[src/rtl/wb_arbiter_buffered_if.sv]
// wb_arbiter_buffered_if: producer channels in, register-file write port out
interface wb_arbiter_buffered_if #(
  parameter int NUM_CH = 3,
  parameter int DATA_W = 32,
  parameter int ADDR_W = 5
);
  logic [NUM_CH-1:0]        ch_oper;
  logic [NUM_CH-1:0]        ch_writereg;
  logic [NUM_CH*ADDR_W-1:0] ch_regdest;
  logic [NUM_CH*DATA_W-1:0] ch_wbvalue;
  logic [NUM_CH-1:0]        ch_ready;
  logic [NUM_CH-1:0]        ch_overflow;
  logic                     wb_reg_en;
  logic [ADDR_W-1:0]        wb_reg_addr;
  logic [DATA_W-1:0]        wb_reg_data;
  logic                     wb_busy;
  modport master (
    output ch_oper, ch_writereg, ch_regdest, ch_wbvalue,
    input  ch_ready, ch_overflow, wb_reg_en, wb_reg_addr, wb_reg_data, wb_busy
  );
  modport slave (
    input  ch_oper, ch_writereg, ch_regdest, ch_wbvalue,
    output ch_ready, ch_overflow, wb_reg_en, wb_reg_addr, wb_reg_data, wb_busy
  );
endinterface

[src/rtl/wb_arbiter_buffered.sv]
// wb_arbiter_buffered: per-channel FIFOs feeding one registered register-file write port
module wb_arbiter_buffered #(
  parameter int NUM_CH  = 3,
  parameter int DEPTH   = 4,
  parameter int DATA_W  = 32,
  parameter int ADDR_W  = 5,
  parameter int RR_MODE = 0
) (
  input logic clock,
  input logic reset,
  wb_arbiter_buffered_if.slave bus
);
  localparam int PW = $clog2(DEPTH);
  localparam int CW = PW + 1;
  localparam int IW = $clog2(NUM_CH);
  localparam int EW = ADDR_W + DATA_W;
  logic [EW-1:0]     mem [NUM_CH][DEPTH];
  logic [PW-1:0]     rd_ptr [NUM_CH];
  logic [PW-1:0]     wr_ptr [NUM_CH];
  logic [CW-1:0]     cnt [NUM_CH];
  logic [NUM_CH-1:0] vw, full, ne, push, pop, ovf;
  logic [IW-1:0]     rr_ptr, gnt;
  logic [IW:0]       idx;
  logic              gnt_v, en_q;
  logic [ADDR_W-1:0] addr_q;
  logic [DATA_W-1:0] data_q;
  always_comb begin
    {vw, full, ne, push} = '0;
    for (int i = 0; i < NUM_CH; i++) begin
      vw[i]   = bus.ch_oper[i] & bus.ch_writereg[i] & (bus.ch_regdest[i*ADDR_W +: ADDR_W] != '0);
      full[i] = cnt[i] == CW'(DEPTH);
      ne[i]   = cnt[i] != '0;
      push[i] = vw[i] & ~full[i];
    end
  end
  // Fixed priority is the round-robin search with the start pinned to channel 0
  always_comb begin
    gnt_v = 1'b0;
    gnt = '0;
    idx = '0;
    pop = '0;
    for (int k = 0; k < NUM_CH; k++) begin
      idx = (RR_MODE != 0 ? {1'b0, rr_ptr} : '0) + (IW+1)'(k);
      idx = idx >= (IW+1)'(NUM_CH) ? idx - (IW+1)'(NUM_CH) : idx;
      if (!gnt_v && ne[idx[IW-1:0]]) begin
        gnt_v = 1'b1;
        gnt = idx[IW-1:0];
      end
    end
    for (int i = 0; i < NUM_CH; i++) pop[i] = gnt_v && gnt == IW'(i);
  end
  always_ff @(posedge clock) begin
    if (reset) begin
      for (int i = 0; i < NUM_CH; i++) begin
        rd_ptr[i] <= '0;
        wr_ptr[i] <= '0;
        cnt[i] <= '0;
      end
      ovf <= '0;
      rr_ptr <= '0;
      en_q <= 1'b0;
      addr_q <= '0;
      data_q <= '0;
    end else begin
      for (int i = 0; i < NUM_CH; i++) begin
        if (push[i]) begin
          mem[i][wr_ptr[i]] <= {bus.ch_regdest[i*ADDR_W +: ADDR_W], bus.ch_wbvalue[i*DATA_W +: DATA_W]};
          wr_ptr[i] <= wr_ptr[i] + 1'b1;
        end
        if (pop[i]) rd_ptr[i] <= rd_ptr[i] + 1'b1;
        cnt[i] <= cnt[i] + CW'(push[i]) - CW'(pop[i]);
        if (vw[i] && full[i]) ovf[i] <= 1'b1;
      end
      en_q <= gnt_v;
      {addr_q, data_q} <= gnt_v ? mem[gnt][rd_ptr[gnt]] : '0;
      if (gnt_v) rr_ptr <= gnt == IW'(NUM_CH - 1) ? '0 : gnt + 1'b1;
    end
  end
  assign bus.ch_ready    = ~full;
  assign bus.ch_overflow = ovf;
  assign bus.wb_reg_en   = en_q;
  assign bus.wb_reg_addr = addr_q;
  assign bus.wb_reg_data = data_q;
  assign bus.wb_busy     = |ne | en_q;
endmodule

[src/flat_wrapper.sv]
// flat-port wrapper written by rule: the top's interface ports become plain ports
module wb_arbiter_buffered_flat 
#(
  parameter int NUM_CH  = 3,
  parameter int DEPTH   = 4,
  parameter int DATA_W  = 32,
  parameter int ADDR_W  = 5,
  parameter int RR_MODE = 0
)
  (clock, reset, bus_ch_oper, bus_ch_writereg, bus_ch_regdest, bus_ch_wbvalue, bus_ch_ready, bus_ch_overflow, bus_wb_reg_en, bus_wb_reg_addr, bus_wb_reg_data, bus_wb_busy);
  wb_arbiter_buffered_if #(.NUM_CH(NUM_CH), .DATA_W(DATA_W), .ADDR_W(ADDR_W)) bus_i ();
  input logic clock;
  input logic reset;
  input wire logic [$bits(bus_i.ch_oper)-1:0] bus_ch_oper;
  input wire logic [$bits(bus_i.ch_writereg)-1:0] bus_ch_writereg;
  input wire logic [$bits(bus_i.ch_regdest)-1:0] bus_ch_regdest;
  input wire logic [$bits(bus_i.ch_wbvalue)-1:0] bus_ch_wbvalue;
  output wire logic [$bits(bus_i.ch_ready)-1:0] bus_ch_ready;
  output wire logic [$bits(bus_i.ch_overflow)-1:0] bus_ch_overflow;
  output wire logic [$bits(bus_i.wb_reg_en)-1:0] bus_wb_reg_en;
  output wire logic [$bits(bus_i.wb_reg_addr)-1:0] bus_wb_reg_addr;
  output wire logic [$bits(bus_i.wb_reg_data)-1:0] bus_wb_reg_data;
  output wire logic [$bits(bus_i.wb_busy)-1:0] bus_wb_busy;
  assign bus_i.ch_oper = bus_ch_oper;
  assign bus_i.ch_writereg = bus_ch_writereg;
  assign bus_i.ch_regdest = bus_ch_regdest;
  assign bus_i.ch_wbvalue = bus_ch_wbvalue;
  assign bus_ch_ready = bus_i.ch_ready;
  assign bus_ch_overflow = bus_i.ch_overflow;
  assign bus_wb_reg_en = bus_i.wb_reg_en;
  assign bus_wb_reg_addr = bus_i.wb_reg_addr;
  assign bus_wb_reg_data = bus_i.wb_reg_data;
  assign bus_wb_busy = bus_i.wb_busy;
  wb_arbiter_buffered #(.NUM_CH(NUM_CH), .DEPTH(DEPTH), .DATA_W(DATA_W), .ADDR_W(ADDR_W), .RR_MODE(RR_MODE)) u_core (.clock(clock), .reset(reset), .bus(bus_i));
endmodule
[config.mk]
export PLATFORM = sky130hd
export DESIGN_NAME = wb_arbiter_buffered_flat
export DESIGN_NICKNAME = d
export VERILOG_FILES = /design/src/rtl/wb_arbiter_buffered_if.sv /design/src/rtl/wb_arbiter_buffered.sv /design/src/flat_wrapper.sv
export SDC_FILE = /design/constraint.sdc
export NUM_CORES = 1
export LEC_CHECK = 0
export CORE_ASPECT_RATIO = 1.75
export CORE_MARGIN = 10
export CORE_UTILIZATION = 58
export DETAILED_ROUTE_END_ITERATION = 8
export GPL_ROUTABILITY_DRIVEN = 0
export PLACE_DENSITY = 0.83
export SYNTH_ARGS = -nofsm -noshare
export SYNTH_HDL_FRONTEND = slang
export SYNTH_SLANG_ARGS = --single-unit
[constraint.sdc]
create_clock -name clock -period 2.9 [get_ports clock]
set_input_delay 0.29 -clock clock [delete_from_list [all_inputs] [get_ports clock]]
set_output_delay 0.29 -clock clock [all_outputs]
set_load 0.005 [all_outputs]
==> flow_summary_export.csv <==
group,metric,value,unit
sta,relSlewSlack,34.48,%
floorplan,die_h,262.7,um
yosys,async_flop_share,0,%
setup_path,cp.required,2610,ps
setup_path,r2r-start,"u_core.cnt[0][1]",
flow_run,cap_violations,0,
finish,layout_common_cells,"456 x edfxtp_1, 163 x clkdlybuf4s50_1, 151 x and2_1, 149 x a222oi_1, 74 x mux2i_1",
clock_tree,holdBufCountCts,0,
setup_path,setup.worst_path.start,"u_core.cnt[0][1]",
clock_tree,cts_tree,"done",
yosys,synth-edff-count,456,
sta,finalCriticalPeriod,2775,ps
finish,synthToLayoutAreaGrowth,18.14,%
yosys,synthCells,1129,
sta,worst_pin_slew,980.5,ps
route,vias,11570,
finish,nNetsFinal,1422,
clock_tree,cts_sinks,506,
setup_path,cp_max_fo,6,
global_routing,grt_pass1_wl,73620,um
finish,fill_cells,1999,
worst_hold_path,min_from,"bus_ch_wbvalue[66]",
route,wl_per_cell,27.72,um
yosys,ys_seq_area_share,75.24,%
sta,rsz0062_at_grt,"no",
yosys,yosys_warnings,0,
yosys,syn_nets,1269,
finish,final_util,69.61,%
setup_path,crit_arrival,2490,ps
clock_tree,htreeDepth,2,
pwr,p_per_area,966.5,mW/mm^2
clock_tree,insertion_delay,560,ps
sta,final_max_slew_viol_count,0,
sta,fmaxAchievable,0.3603,GHz
route,drt_pass1_iterations,9,
yosys,avgSynthCellArea,17.30,sq um
route,drt.antenna.violating_nets,0,
clock_tree,root_buffer,"clkbuf_16",
setup_path,cp-start-kind,"flop",
sta,setup_viol,0,
global_routing,grt_usage,22.78,%
floorplan,ioPinCount,164,
sta,post-route-period-util,95.69,%
sta,hold_viol,0,
yosys,synthesis.area,0.01953,sq mm
floorplan,rows,88,
floorplan,core,0.03314,sq mm
global_routing,grt-ovfl-total,0,
yosys,ys.flop_type,"edfxtp_1",
worst_hold_path,hold_class,"in2reg",
sta,hold-worst-slack,372.9,ps
pwr,ir_worst_vdd,0.001689,V
clock_tree,numCtsBuffers,41,
finish,final_common_cell,"edfxtp_1",
pwr,p_leak,8.059,nW
yosys,synth_seq_cells,506,
route,drc,6,
sta,finalSetupTns,0,ps
run_status,status,"finished, violations left",
route,finalWirelength,48900,um
route,drtIter0Drc,2160,
placed_design,dp_hpwl,28730,um
run_status,violations,"design-rule violations",
clock_tree,cts_resized,0,
setup_path,end_kind,"output pin",
finish,drive_gt1_share,8.613,%
floorplan,initial_core_util,58.92,%
clock_tree,post_cts_buffers,0,
floorplan,dieArea,0.04170,sq mm
clock_tree,clk_pin_slew_worst_paths,70,ps
global_routing,antenna_found_initial,2,
yosys,ys_types,38,
floorplan,die_w,158.7,um
global_routing,grt_pass1_vias,12180,
clock_tree,clock_path_buffers,3,
route,via_per_inst,6.558,
setup_path,crit_type,"reg2out",
placed_design,numPortBuffers,163,
global_routing,grt_max_degree,150,
sta,fin_skew,15.23,ps
## routing by layer
metal | part of all wire, % | vias up | global-route usage, %
met3 | 9.0 | 131 | 4.089
met4 | 4.4 | 0 | 12.30
met1 | 33 | 5738 | 25.38
met2 | 54 | 808 | 40.41
li1 | - | 4892 | -
met5 | 0 | - | 0
## where the power goes
group          switching (mW)  total (mW)  internal, mW
registers               0.232        8.69          8.46
logic                    4.76        8.08          3.32
clock network            2.45        5.53          3.08
## worst paths after layout
| check | endpoint | slack [ps] | depth (start not counted) |
|---|---|---|---|
| min | u_core.mem[2][2] | 370 | 1 |
| min reg2reg | u_core.bus.ch_overflow[2] | 480 | 1 |
| max | bus_wb_busy | 120 | 4 |
| max reg2reg | u_core.cnt[0][8] | 280 | 11 |
## final cells by class
cell class | instances | area (sq um) | area share, %
repair buffers | 192 | 2049 | 8.883
diodes | 2 | 5.005 | 0.02169
multi-input cells | 520 | 4372 | 18.95
flip-flops and latches | 506 | 14690 | 63.69
well taps | 450 | 563.0 | 2.440
clock inverters | 19 | 234.0 | 1.014
inverters | 21 | 78.83 | 0.3417
clock buffers | 54 | 1075 | 4.659
## sequential cells by signal (all words and copies together), names as in the netlist
name                    flops
u_core.bus.wb_reg_addr      5
u_core.bus.wb_reg_en        1
u_core.rd_ptr               6
u_core.bus.wb_reg_data     32
u_core.wr_ptr               6
u_core.bus.ch_overflow      3
u_core.mem                444
u_core.cnt                  9
## metrics by stage
step	area (sq um)	setup slack, ps	cells	total power, mW
3_3_place_gp	21760	230.6	1689	16.50
2_1_floorplan	19530	514.7	1129	14.42
6_report	23070	124.9	1764	22.30
3_5_place_dp	21760	188.7	1689	16.79
5_1_grt	23070	8.126	1764	23.21
4_1_cts	23070	110.3	1762	22.28
## Yosys cell counts, types with 3 or more instances
master | n | area [sq um]
edfxtp_1 | 456 | 13690
and2_1 | 164 | 1026
a222oi_1 | 149 | 1491
mux2i_1 | 74 | 740.7
dfxtp_1 | 50 | 1001
buf_2 | 45 | 225.2
a22o_1 | 37 | 324.1
clkbuf_1 | 29 | 108.9
nor2_1 | 24 | 90.09
inv_1 | 20 | 75.07
ha_1 | 18 | 225.2
nor2b_1 | 8 | 50.05
xnor2_1 | 8 | 70.07
nor3_1 | 5 | 25.02
or2_2 | 5 | 31.28
or4_1 | 4 | 30.03
buf_6 | 3 | 33.78
buf_8 | 3 | 45.04
fa_1 | 3 | 60.06
o211ai_1 | 3 | 22.52
## logic make-up (layout without fill, tap and decap cells)
group / Yosys count / in the layout / synth area share [%]
buf+inv: 103 / 286 / 2.582
fa+ha+maj: 21 / 21 / 1.461
mux: 74 / 74 / 3.793
simple gates: 219 / 219 / 6.766
xor+xnor: 9 / 9 / 0.4037
flops: 506 / 506 / 75.24
other cells: 0 / 2 / 0
compound gates: 197 / 197 / 9.751
## worst max-delay path, stage by stage (launching register included)
cell and delay, ps:
dfxtp_1 370, nor3_4 410, inv_2 150, or4_1 540, clkdlybuf4s50_1 470
Note: power is estimated with default switching activity, not from simulation.
